$ cat src/rtl/sobel_pkg.sv
// Shared types and helpers for the Sobel edge-magnitude writer.
package sobel_pkg;

    // Struct fields are sized for the largest supported configuration.
    // The top module narrows them to the actual output widths.
    localparam int PIX_MAX_W   = 16;
    localparam int COORD_MAX_W = 16;

    typedef struct packed {
        logic [PIX_MAX_W-1:0]   pix;
        logic [COORD_MAX_W-1:0] x;
        logic [COORD_MAX_W-1:0] y;
        logic                   sof;
        logic                   eol;
        logic                   eof;
    } edge_pix_t;

    typedef enum logic [1:0] {
        IDLE   = 2'd0,
        WARMUP = 2'd1,
        ACTIVE = 2'd2,
        FLUSH  = 2'd3
    } wr_state_e;

    // Shift the magnitude right, then clamp it to the largest out_w-bit value.
    function automatic logic [PIX_MAX_W-1:0] sat_shift(input logic [31:0] mag,
                                                       input int          shift,
                                                       input int          out_w);
        logic [31:0] val;
        logic [31:0] max_val;
        val     = mag >> shift;
        max_val = (32'd1 << out_w) - 32'd1;
        if (val > max_val) begin
            val = max_val;
        end
        return val[PIX_MAX_W-1:0];
    endfunction

endpackage

$ cat src/rtl/sobel_edge_writer_fifo.sv
// First-word-fall-through FIFO.
// The head entry is read combinationally from the storage array, so a word
// that is pushed into an empty FIFO becomes visible on the next cycle.
module sync_fifo_fwft #(
    parameter type T     = logic [7:0],
    parameter int  DEPTH = 16
) (
    input  logic i_clk,
    input  logic i_rst_n,
    input  logic i_push,
    input  T     i_data,
    input  logic i_pop,
    output T     o_data,
    output logic o_valid,
    output logic o_drop
);
    localparam int AW = $clog2(DEPTH);
    localparam logic [AW:0] FULL_CNT = DEPTH[AW:0];

    T               mem [DEPTH];
    logic [AW-1:0]  wr_ptr_reg;
    logic [AW-1:0]  rd_ptr_reg;
    logic [AW:0]    count_reg;
    logic           full;
    logic           push_ok;
    logic           pop_ok;

    assign o_valid = (count_reg != '0);
    assign full    = (count_reg == FULL_CNT);
    assign pop_ok  = i_pop && o_valid;
    // A pop in the same cycle frees a slot, so a push into a full FIFO is still accepted.
    assign push_ok = i_push && (!full || pop_ok);
    assign o_drop  = i_push && !push_ok;
    assign o_data  = mem[rd_ptr_reg];

    // Storage write; the array itself is never reset.
    always_ff @(posedge i_clk) begin
        if (push_ok) begin
            mem[wr_ptr_reg] <= i_data;
        end
    end

    // Pointer and occupancy bookkeeping.
    always_ff @(posedge i_clk or negedge i_rst_n) begin
        if (!i_rst_n) begin
            wr_ptr_reg <= '0;
            rd_ptr_reg <= '0;
            count_reg  <= '0;
        end else begin
            if (push_ok) begin
                wr_ptr_reg <= wr_ptr_reg + 1'b1;
            end
            if (pop_ok) begin
                rd_ptr_reg <= rd_ptr_reg + 1'b1;
            end
            case ({push_ok, pop_ok})
                2'b10:   count_reg <= count_reg + 1'b1;
                2'b01:   count_reg <= count_reg - 1'b1;
                default: count_reg <= count_reg;
            endcase
        end
    end

endmodule

$ cat src/rtl/sobel_edge_writer.sv
// Consumer end of the Sobel magnitude stream.
// Re-aligns each sample to its window centre, blanks border pixels, scales the
// magnitude to display width and queues the tagged pixels for a ready/valid sink.
module sobel_edge_writer
    import sobel_pkg::*;
#(
    parameter int IMG_W       = 640,
    parameter int IMG_H       = 480,
    parameter int MAG_W       = 18,
    parameter int OUT_W       = 12,
    parameter int SHIFT       = 6,
    parameter int FIFO_DEPTH  = 16,
    parameter int ZERO_BORDER = 1
) (
    input  logic                     i_clk,
    input  logic                     i_rst_n,
    input  logic                     i_frame_start,
    input  logic                     i_mag_valid,
    input  logic [MAG_W-1:0]         i_mag,
    output logic                     o_flush_req,
    output logic                     o_pix_valid,
    input  logic                     i_pix_ready,
    output logic [OUT_W-1:0]         o_pix,
    output logic [$clog2(IMG_W)-1:0] o_x,
    output logic [$clog2(IMG_H)-1:0] o_y,
    output logic                     o_sof,
    output logic                     o_eol,
    output logic                     o_eof,
    output logic                     o_overflow,
    output logic                     o_frame_done
);
    localparam int XW = $clog2(IMG_W);
    localparam int YW = $clog2(IMG_H);
    // The sample counter runs from the frame start to the last flush sample.
    localparam int NW = $clog2(IMG_W * IMG_H + IMG_W + 1);

    localparam logic [1:0] S_IDLE   = IDLE;
    localparam logic [1:0] S_WARMUP = WARMUP;
    localparam logic [1:0] S_ACTIVE = ACTIVE;
    localparam logic [1:0] S_FLUSH  = FLUSH;

    localparam logic [NW-1:0] N_WARM_LAST  = NW'(IMG_W);
    localparam logic [NW-1:0] N_ACT_LAST   = NW'(IMG_W * IMG_H - 1);
    localparam logic [NW-1:0] N_FLUSH_LAST = NW'(IMG_W * IMG_H + IMG_W);
    localparam logic [XW-1:0] X_LAST       = XW'(IMG_W - 1);
    localparam logic [YW-1:0] Y_LAST       = YW'(IMG_H - 1);

    logic [1:0]    state_reg, state_next;
    logic [NW-1:0] n_reg, n_next;
    logic [XW-1:0] cx_reg, cx_next;
    logic [YW-1:0] cy_reg, cy_next;
    logic          emit;
    logic          border;
    edge_pix_t     emit_data;
    logic          push_valid_reg;
    edge_pix_t     push_data_reg;
    logic          overflow_reg;
    logic          frame_done_reg;
    edge_pix_t     head;
    logic          fifo_valid;
    logic          fifo_drop;
    logic          pop;
    logic          unused_head;

    // Sequencing: sample counting, state transitions and centre coordinates.
    always_comb begin
        state_next = state_reg;
        n_next     = n_reg;
        cx_next    = cx_reg;
        cy_next    = cy_reg;
        emit       = 1'b0;
        if (i_frame_start) begin
            // A coincident sample is the first sample of the new frame.
            state_next = S_WARMUP;
            n_next     = i_mag_valid ? NW'(1) : '0;
            cx_next    = '0;
            cy_next    = '0;
        end else if (i_mag_valid && (state_reg != S_IDLE)) begin
            n_next = n_reg + 1'b1;
            case (state_reg)
                S_WARMUP: begin
                    if (n_reg == N_WARM_LAST) state_next = S_ACTIVE;
                end
                S_ACTIVE: begin
                    emit = 1'b1;
                    if (n_reg == N_ACT_LAST) state_next = S_FLUSH;
                end
                S_FLUSH: begin
                    emit = 1'b1;
                    if (n_reg == N_FLUSH_LAST) state_next = S_IDLE;
                end
                default: ;
            endcase
            if (emit) begin
                if (cx_reg == X_LAST) begin
                    cx_next = '0;
                    cy_next = (cy_reg == Y_LAST) ? '0 : cy_reg + 1'b1;
                end else begin
                    cx_next = cx_reg + 1'b1;
                end
            end
        end
    end

    // Result for the current centre: scaled pixel plus position tags.
    always_comb begin
        border        = (cx_reg == '0) || (cx_reg == X_LAST) ||
                        (cy_reg == '0) || (cy_reg == Y_LAST);
        emit_data     = '0;
        emit_data.pix = (border && (ZERO_BORDER != 0)) ? '0 :
                        sat_shift(32'(i_mag), SHIFT, OUT_W);
        emit_data.x   = COORD_MAX_W'(cx_reg);
        emit_data.y   = COORD_MAX_W'(cy_reg);
        emit_data.sof = (cx_reg == '0) && (cy_reg == '0);
        emit_data.eol = (cx_reg == X_LAST);
        emit_data.eof = (cx_reg == X_LAST) && (cy_reg == Y_LAST);
    end

    // State, counters, the registered FIFO push and the status flags.
    always_ff @(posedge i_clk or negedge i_rst_n) begin
        if (!i_rst_n) begin
            state_reg      <= S_IDLE;
            n_reg          <= '0;
            cx_reg         <= '0;
            cy_reg         <= '0;
            push_valid_reg <= 1'b0;
            push_data_reg  <= '0;
            overflow_reg   <= 1'b0;
            frame_done_reg <= 1'b0;
        end else begin
            state_reg      <= state_next;
            n_reg          <= n_next;
            cx_reg         <= cx_next;
            cy_reg         <= cy_next;
            push_valid_reg <= emit;
            push_data_reg  <= emit_data;
            if (i_frame_start) begin
                overflow_reg <= 1'b0;
            end else if (fifo_drop) begin
                overflow_reg <= 1'b1;
            end
            frame_done_reg <= pop && head.eof;
        end
    end

    assign pop = fifo_valid && i_pix_ready;

    sync_fifo_fwft #(
        .T     (edge_pix_t),
        .DEPTH (FIFO_DEPTH)
    ) u_fifo (
        .i_clk   (i_clk),
        .i_rst_n (i_rst_n),
        .i_push  (push_valid_reg),
        .i_data  (push_data_reg),
        .i_pop   (pop),
        .o_data  (head),
        .o_valid (fifo_valid),
        .o_drop  (fifo_drop)
    );

    // Head fields are masked while the FIFO is empty so idle outputs read as 0.
    assign o_pix_valid  = fifo_valid;
    assign o_pix        = fifo_valid ? head.pix[OUT_W-1:0] : '0;
    assign o_x          = fifo_valid ? head.x[XW-1:0] : '0;
    assign o_y          = fifo_valid ? head.y[YW-1:0] : '0;
    assign o_sof        = fifo_valid && head.sof;
    assign o_eol        = fifo_valid && head.eol;
    assign o_eof        = fifo_valid && head.eof;
    assign o_flush_req  = (state_reg == S_FLUSH);
    assign o_overflow   = overflow_reg;
    assign o_frame_done = frame_done_reg;
    assign unused_head  = ^head;

endmodule

$ cat config.mk
export PLATFORM = sky130hd
export DESIGN_NAME = sobel_edge_writer
export DESIGN_NICKNAME = d
export VERILOG_FILES = /design/src/rtl/sobel_pkg.sv /design/src/rtl/sobel_edge_writer_fifo.sv /design/src/rtl/sobel_edge_writer.sv
export SDC_FILE = /design/constraint.sdc
export NUM_CORES = 1
export LEC_CHECK = 0
export ABC_AREA = 1
export BUFFER_PORTS_ARGS = -buffer_cell sky130_fd_sc_hd__buf_2
export CAP_MARGIN = 25
export CORE_MARGIN = 2
export CORE_UTILIZATION = 55
export CTS_CLUSTER_SIZE = 14
export DETAILED_ROUTE_END_ITERATION = 7
export PLACE_DENSITY = 0.71
export SLEW_MARGIN = 15
export SYNTH_ARGS = -nofsm -noshare
export SYNTH_HDL_FRONTEND = slang
export SYNTH_HIERARCHICAL = 1
export SYNTH_SLANG_ARGS = --single-unit
$ cat constraint.sdc
create_clock -name i_clk -period 4.6 [get_ports i_clk]
set_input_delay 0.46 -clock i_clk [delete_from_list [all_inputs] [get_ports i_clk]]
set_output_delay 0.46 -clock i_clk [all_outputs]
set_load 0.02 [all_outputs]
==> results by group, run 1 <==
Route
  – Wire per inst: 20.9 µm
  – Post-route antenna net violation count: 0
  – DR DRC count: 0
  – TritonRoute pass-1 iters: 6
  – Total number of vias: 16,900
  – Starting DRC count in detailed routing: 1,700
  – Total wire length: 60,400 µm
  – Vias/cell: 5.87

CTS
  – Post-CTS resize count: 0
  – Sinks on Clock Net: 634
  – Htree depth: 2
  – Worst skew pair latency: 0.62 ns
  – TritonCTS Buffers: 60
  – Clock Pin Slew Worst Setup and Hold Paths: 0.06 ns
  – Longest Clk Path Bufs: 3
  – Root Buffer: clkbuf_16
  – CTS tree: built

Worst setup path
  – CP required: 4.14 ns
  – Setup CP Type: flip-flop to primary output
  – Critical path arrival: 3.42 ns
  – CP max FO: 75
  – Startpoint Class: flip-flop
  – Crit path capture type: primary output

Cells and area
  – Layout cells sized above 1: 10.2%
  – Most frequent cells in the layout: edfxtp_1 (544), nor2_1 (438), o21ai_0 (259), nand2_1 (165), inv_1 (140)
  – Post-route insts no fill: 2,888
  – Number of flip-flops in the largest register: 544
  – FILL cells: 3,544
  – Area of the multi-input gates: 0.00643 mm²
  – Fin nets: 2,265
  – Fin area: 0.0289 mm²
  – Sequential cell area: 0.0186 mm²
  – Synthesis-to-finish area growth: 9.67%
  – Ant. Diodes: 0
  – Commonest non-fill, non-tap cell in the layout: edfxtp_1

Global route
  – Largest net degree at the start of global routing: 225
  – Grt total ovfl: 0
  – Number of global-route vias before repair: 16,600
  – Global-route wire length before repair: 93,100 µm
  – Initial antenna violation count: 0
  – GRT Total Usage: 24.6%

Placement
  – Count of input and output buffers: 54
  – Pre-CTS setup slack: 1.39 ns
  – DP Cell Count: 2,772
  – Detailed placement HPWL: 32,300 µm
  – Global placer's final weighted congestion: 0.813
  – DP Area: 0.0270 mm²

Yosys
  – Gate Count Post-Synth: 2,240
  – Synthesized cell area: 0.0264 mm²
  – Syn avg cell area: 11.8 µm²
  – Warnings, synthesis: 6
  – Net count after synthesis: 2,282

STA
  – Fmax: 258 MHz
  – Max-slew violations: 0
  – Fin crit period: 3.88 ns
  – Unrepaired setup endpoints after global routing: false
  – Fin worst setup slack: 0.718 ns
  – Hold Violations, Final: 0
  – Setup TNS: 0 ns
  – Worst slew margin: 25.0%
  – Final period util: 84.4%
  – Setup violators final: 0
  – Actual slew at the worst max-slew pin: 1.12 ns
  – Layout Skew: 0.0137 ns

Power and ir drop
  – Peak supply drop: 0.000677 V
  – Pwr per Cell Area: 573 mW/mm²
  – Leak: 10.2 nW
  – Overall power: 16.6 mW

Floorplan
  – Die Area: 0.0497 mm²
  – Number of I/O pins: 61
  – Initial Util: 55.4%
  – Die W: 223 µm
  – Core area: 0.0475 mm²
  – Die H: 223 µm
  – # rows: 80

Status
  – Status: completed

Run
  – Max-cap viol count: 0

Min path
  – Worst Hold Class: input port to flip-flop
==> worst max-delay path, stage by stage, from the launching register on <==
cell,delay [ns]
dfrtp_4,0.96
inv_6,0.38
buf_4,0.38
nor2_1,0.13
nor2_1,0.05
o21ai_0,0.15
o211ai_1,0.16
nand3_1,0.15
nand2_1,0.07
nand2_1,0.09
inv_1,0.04
buf_2,0.15
==> what timing repair did <==
item,in CTS,in global routing
buffers inserted,0,0
hold buffers,0,1
endpoints found under the hold margin,0,36
==> power by group <==
| group | switching (mW) | internal [mW] | total, mW |
|---|---|---|---|
| registers | 0.233 | 6.39 | 6.62 |
| clock network | 2.05 | 2.57 | 4.62 |
| logic | 3.71 | 1.61 | 5.32 |
==> routing by layer <==
layer	part of all wire (%)	GRT usage (%)	vias to the layer above
met5	0	0	-
met4	2.6	8.77	0
met3	6.7	3.20	120
met2	50	41.2	625
met1	41	33.4	8399
li1	-	-	7798
==> cell type report <==
class | instances | share of cell area [%]
clock inverters | 36 | 0.796
flip-flops and latches | 634 | 64.3
well taps | 615 | 2.66
repair buffers | 99 | 2.49
multi-input cells | 1281 | 22.2
clock buffers | 76 | 5.54
inverters | 147 | 1.93
==> stage by stage <==
stage	util [%]	hold WS, ns
3_3_place_gp	56.8	0.446
3_5_place_dp	56.8	0.452
5_1_grt	60.8	0.0570
6_report	60.8	0.0517
4_1_cts	60.6	0.00790
2_1_floorplan	-	0.164
==> final timing paths <==
kind,start,end,slack (ns),depth (start not counted)
setup / recovery,u_fifo/rd_ptr_reg[0],o_y[2],0.72,11
hold / removal,i_mag[13],push_data_reg[42],0.05,3
setup reg to reg,u_fifo/count_reg[1],u_fifo/mem[14][1],1.67,11
hold reg to reg,cy_reg[1],push_data_reg[4],0.46,0
max in group asynchronous,i_rst_n,u_fifo/rd_ptr_reg[0],3.25,4
min in group asynchronous,i_rst_n,push_data_reg[4],0.35,2
No activity file was read; power rests on OpenSTA's default activity.
==> inputs of run 2 (changes only) <==
==> constraint.sdc (replaced) <==
create_clock -name i_clk -period 3.6 [get_ports i_clk]
set_input_delay 0.36 -clock i_clk [delete_from_list [all_inputs] [get_ports i_clk]]
set_output_delay 0.36 -clock i_clk [all_outputs]
set_load 0.02 [all_outputs]
==> run 2 against run 1 <==
Hold slack improved by 0.33 ns. Power up 30%. Routed wire length decreased by 2.3%. Clock skew rose by 0.012 ns. Non-clock buffer count up 16. Design area up 1.4%. Combinational power increased by 30%. Sequential share of layout area shrank 0.87 points. Register-to-register slack worse by 0.48 ns. Sequential cell count is the same. Setup slack lost 0.40 ns. Clock-buffer cell count rose by 24. Largest cell class unchanged.
==> results by group, run 2 (synthesis gave the netlist of run 1 again) <==
Worst setup path
  – FF-to-FF setup slack: 1.19 ns
  – Startpoint Class: flip-flop
  – Setup CP Type: flip-flop to primary output
  – FF-to-FF Start: u_fifo/count_reg[0]
  – Worst flop-to-flop path endpoint: u_fifo/mem[10][19]
  – Path depth of the worst reg2reg path: 11
  – Critical path arrival: 2.93 ns
  – Crit path capture type: primary output
  – CP required: 3.24 ns
  – CP max FO: 25

Min path
  – Worst Hold Class: input port to async pin

CTS
  – Longest Clk Path Bufs: 3
  – Root Buffer: clkbuf_16
  – Htree depth: 2
  – Setup Buffers After CTS: 0
  – TritonCTS Buffers: 61
  – Hold Buf Count CTS: 16
  – CTS tree: built
  – Clock Pin Slew Worst Setup and Hold Paths: 0.06 ns
  – Post-CTS resize count: 0
  – Sinks on Clock Net: 634
  – Worst skew pair latency: 0.63 ns

STA
  – Actual slew at the worst max-slew pin: 1.07 ns
  – Unrepaired setup endpoints after global routing: false
  – Hold WS: 0.378 ns
  – Fmax: 304 MHz
  – Max-slew violations: 0
  – Layout Skew: 0.0258 ns
  – Setup violators final: 0
  – Worst slew margin: 28.7%
  – Hold Violations, Final: 0
  – Final period util: 91.3%
  – Fin crit period: 3.29 ns
  – Setup TNS: 0 ns
  – Fin worst setup slack: 0.314 ns

Power and ir drop
  – Clock Power Share: 28.9%
  – Pwr per Cell Area: 735 mW/mm²
  – Peak supply drop: 0.000722 V
  – Sw Ratio: 35.5%
  – Sequential fraction of design power: 38.9%
  – Switching Power: 7.65 mW
  – Cell internal pwr: 13.9 mW
  – Overall power: 21.5 mW
  – Combinational fraction of design power: 32.1%
  – Leak: 10.3 nW

Floorplan
  – Initial Util: 55.4%
  – # rows: 80
  – Die W: 223 µm
  – Core area: 0.0475 mm²
  – Die Area: 0.0497 mm²
  – Die H: 223 µm
  – Number of I/O pins: 61

Route
  – Starting DRC count in detailed routing: 1,618
  – Total wire length: 59,000 µm
  – TritonRoute pass-1 iters: 7
  – Wire per inst: 20.3 µm
  – Total number of vias: 16,900
  – Vias/cell: 5.81
  – Post-route antenna net violation count: 0
  – DR DRC count: 0

Cells and area
  – Number of flip-flops in the largest register: 544
  – Area of the multi-input gates: 0.00643 mm²
  – Fin area: 0.0293 mm²
  – Final core occ: 61.6%
  – Layout cells sized above 1: 10.2%
  – Most frequent cells in the layout: edfxtp_1 (544), nor2_1 (438), o21ai_0 (259), nand2_1 (165), inv_1 (140)
  – Commonest non-fill, non-tap cell in the layout: edfxtp_1
  – Fin nets: 2,282
  – FILL cells: 3,505
  – Synthesis-to-finish area growth: 11.2%
  – Sequential cell area: 0.0186 mm²
  – Post-route insts no fill: 2,909

Placement
  – Count of input and output buffers: 54
  – Pre-CTS setup slack: 0.938 ns
  – Global placer's final weighted congestion: 0.809
  – DP Area: 0.0272 mm²
  – DP Cell Count: 2,776
  – Detailed placement HPWL: 31,400 µm

Global route
  – GRT Total Usage: 24.1%
  – Initial antenna violation count: 2
  – Global-route wire length before repair: 92,100 µm
  – Grt total ovfl: 0
  – Largest net degree at the start of global routing: 184
  – Number of global-route vias before repair: 16,500

Status
  – Status: completed

Run
  – Max-cap viol count: 0
run 2: layout make-up:
| type | count | area share (%) |
|---|---|---|
| timing repair buffer | 115 | 3.27 |
| antenna | 1 | 0.00854 |
| multi-input combinational | 1281 | 21.9 |
| inverter | 147 | 1.91 |
| clock inverter | 16 | 0.662 |
| sequential | 634 | 63.5 |
| clock buffer | 100 | 6.12 |
| tap | 615 | 2.63 |
run 2: power groups by stage:
stage	sequential, mW	combinational, mW	clock, mW
finish	8.39	6.92	6.23
global route	8.41	7.66	6.60
CTS	8.39	6.93	6.32
detailed placement	8.54	6.88	0
global placement	8.52	6.74	0
floorplan	8.43	5.27	0
run 2: how the worst max path moves through the flow:
stage,startpoint,endpoint,slack [ns],cells past startpoint
after floorplan,u_fifo/count_reg[1],u_fifo/mem[11][0],-0.06,12
after global routing,u_fifo/rd_ptr_reg[0],o_pix[9],0.15,11
after global placement,u_fifo/rd_ptr_reg[1],o_pix[9],1.0,9
after detailed placement,u_fifo/rd_ptr_reg[1],o_pix[2],0.94,9
after CTS,u_fifo/rd_ptr_reg[1],o_pix[2],0.25,9
final,u_fifo/rd_ptr_reg[1],o_pix[2],0.31,9
run 2: per-layer routing:
| layer | vias up | track usage [%] | wire, µm |
|---|---|---|---|
| met4 | 0 | 7.27 | 1480 |
| met2 | 626 | 40.4 | 29100 |
| li1 | 7834 | - | - |
| met3 | 119 | 3.71 | 4070 |
| met1 | 8334 | 32.8 | 24400 |
| met5 | - | 0 | 0 |
run 2: worst max-delay path, stage by stage, from the launching register on:
cell      delay [ns]
dfrtp_4         0.61
inv_2           0.46
buf_4           0.35
o21ai_0         0.13
o211ai_1        0.18
nand3_1         0.11
nand2_1         0.11
nand2_1         0.10
inv_1           0.09
buf_2           0.16
==> inputs of run 3 (changes only) <==
--- a/config.mk
+++ b/config.mk
@@ -8,11 +8,13 @@
 export ABC_AREA = 1
 export BUFFER_PORTS_ARGS = -buffer_cell sky130_fd_sc_hd__buf_2
 export CAP_MARGIN = 25
+export CELL_PAD_IN_SITES_DETAIL_PLACEMENT = 0
+export CELL_PAD_IN_SITES_GLOBAL_PLACEMENT = 1
 export CORE_MARGIN = 2
-export CORE_UTILIZATION = 55
+export CORE_UTILIZATION = 53
 export CTS_CLUSTER_SIZE = 14
 export DETAILED_ROUTE_END_ITERATION = 7
-export PLACE_DENSITY = 0.71
+export PLACE_DENSITY_LB_ADDON = 0.1
 export SLEW_MARGIN = 15
 export SYNTH_ARGS = -nofsm -noshare
 export SYNTH_HDL_FRONTEND = slang
==> run 3 against run 2 <==
Sequential cell count stayed put. Power is 2.7% higher. Non-clock buffer count is 9 lower. Clock power is 7.1% higher. Sequential share of layout area is 0.49 points lower. First-iteration DRC count is 2.5% higher. Clock skew is 0.0080 ns lower. Largest cell class unchanged.
==> results by group, run 3 (synthesis gave the netlist of run 1 again) <==
Global route
  – Met2 Resource Use GR: 40.8%
  – Global-route wire length before repair: 96,800 µm
  – GRT Total Usage: 25.3%
  – M3 GR Usage: 3.56%
  – Initial antenna violation count: 0
  – Global routing usage on met1: 36.4%
  – GRT Max-Usage Layer: met2
  – Number of global-route vias before repair: 16,100
  – Grt total ovfl: 0
  – Largest net degree at the start of global routing: 225

STA
  – Unrepaired setup endpoints after global routing: false
  – Final period util: 93.3%
  – Fmax: 298 MHz
  – Actual slew at the worst max-slew pin: 1.17 ns
  – Max-slew violations: 0
  – Fin worst setup slack: 0.240 ns
  – Worst slew margin: 22.2%
  – Hold Violations, Final: 0
  – Layout Skew: 0.0179 ns
  – Fin crit period: 3.36 ns
  – Setup violators final: 0

Worst setup path
  – FF-to-FF Start: u_fifo/count_reg[0]
  – Crit path capture type: primary output
  – Worst flop-to-flop path endpoint: u_fifo/count_reg[4]
  – CP required: 3.24 ns
  – CP max FO: 224
  – Critical path arrival: 3.00 ns
  – Path depth of the worst reg2reg path: 14
  – CP startpoint: u_fifo/rd_ptr_reg[1]
  – Crit path to: o_y[7]
  – Setup CP Type: flip-flop to primary output
  – Startpoint Class: flip-flop
  – FF-to-FF setup slack: 0.87 ns

CTS
  – Worst skew pair latency: 0.59 ns
  – Post-CTS resize count: 0
  – Htree depth: 3
  – TritonCTS Buffers: 67
  – Sinks on Clock Net: 634
  – CTS tree: built
  – Longest Clk Path Bufs: 3
  – Clock Pin Slew Worst Setup and Hold Paths: 0.06 ns
  – Root Buffer: clkbuf_16

Cells and area
  – Area of the multi-input gates: 0.00643 mm²
  – Layout cells sized above 1: 9.96%
  – Fin nets: 2,279
  – Sequential cell area: 0.0186 mm²
  – Post-route insts no fill: 2,953
  – Fin area: 0.0295 mm²
  – Commonest non-fill, non-tap cell in the layout: edfxtp_1
  – Most frequent cells in the layout: edfxtp_1 (544), nor2_1 (438), o21ai_0 (259), nand2_1 (165), inv_1 (140)
  – Number of flip-flops in the largest register: 544
  – FILL cells: 3,987
  – Ant. Diodes: 0
  – Synthesis-to-finish area growth: 12.0%

Placement
  – DP Area: 0.0273 mm²
  – Global placer's final weighted congestion: 0.809
  – Pre-CTS setup slack: 0.881 ns
  – Count of input and output buffers: 54
  – Detailed placement HPWL: 31,800 µm
  – DP Cell Count: 2,822

Power and ir drop
  – Combinational fraction of design power: 32.1%
  – Overall power: 22.1 mW
  – Cell internal pwr: 14.3 mW
  – Switching Power: 7.82 mW
  – Pwr per Cell Area: 749 mW/mm²
  – Leak: 10.4 nW
  – Sw Ratio: 35.4%
  – Peak supply drop: 0.000682 V
  – Clock Power Share: 30.1%
  – Sequential fraction of design power: 37.8%

Route
  – TritonRoute pass-1 iters: 5
  – Wire per inst: 21.5 µm
  – Starting DRC count in detailed routing: 1,659
  – Post-route antenna net violation count: 0
  – DR DRC count: 0
  – Vias/cell: 5.66
  – Total number of vias: 16,700
  – Total wire length: 63,500 µm

Floorplan
  – Die W: 227 µm
  – # rows: 81
  – Core area: 0.0491 mm²
  – Die Area: 0.0515 mm²
  – Die H: 227 µm
  – Number of I/O pins: 61
  – Initial Util: 53.7%

Run
  – Max-cap viol count: 0

Min path
  – HP Start: i_mag[7]
  – Worst Hold Class: input port to flip-flop

Status
  – Status: completed
-- run 3: cell types whose count changed in the layout (fill, tap and decap cells not counted), sizes merged --
cell	before	now
clkbuf	100	106
dlygate4sd3	16	10
buf	99	96
clkinvlp	1	0
diode	1	0
-- run 3: critical path, stage by stage (launching register included) --
cell	delay (ns)
dfrtp_4	0.43
buf_12	0.58
o21ai_0	0.27
o211ai_1	0.25
nand3_1	0.13
nand2_1	0.18
nand2_1	0.07
inv_1	0.07
buf_2	0.15
-- run 3: per-layer routing --
metal,part of all wire (%),up-vias
li1,-,7825
met1,45,8287
met2,47,520
met3,5.7,77
met4,1.9,0
met5,0,-
-- run 3: cell type report --
cell class                      instances  share of cell area (%)
Clock buffer                          106                    6.66
Clock inverter                         15                   0.487
Inverter                              147                    1.89
Multi-Input combinational cell       1281                    21.8
Sequential cell                       634                    63.0
Tap cell                              664                    2.81
Timing Repair Buffer                  106                    3.39
-- run 3: power by group through the flow --
stage	Combinational [mW]	Sequential, mW	Clock (mW)
floorplan	5.27	8.43	0
global placement	7.02	8.49	0
detailed placement	7.10	8.50	0
CTS	7.14	8.35	6.78
global route	7.87	8.37	7.09
finish	7.10	8.35	6.67
-- run 3: worst min-delay path by stage --
stage | end | cells after the start
finish | push_data_reg[36] | 3
global route | push_data_reg[36] | 3
CTS | push_data_reg[36] | 3
detailed placement | push_data_reg[19] | 0
global placement | push_data_reg[4] | 0
floorplan | cx_reg[0] | 0
-- run 3: per-stage QoR --
| step | hold WS [ns] | utilization (%) | setup TNS [ns] |
|---|---|---|---|
| after floorplan | 0.0644 | - | -32.90 |
| after global placement | 0.423 | 55.7 | 0 |
| after detailed placement | 0.415 | 55.7 | 0 |
| after CTS | 0.00747 | 60.2 | 0 |
| after global routing | 0.0302 | 60.2 | 0 |
| final | 0.0291 | 60.2 | 0 |
-- run 3: timing repair --
item	CTS	global route
hold buffers	10	0
endpoints found under the hold margin	58	0
buffers inserted	0	0
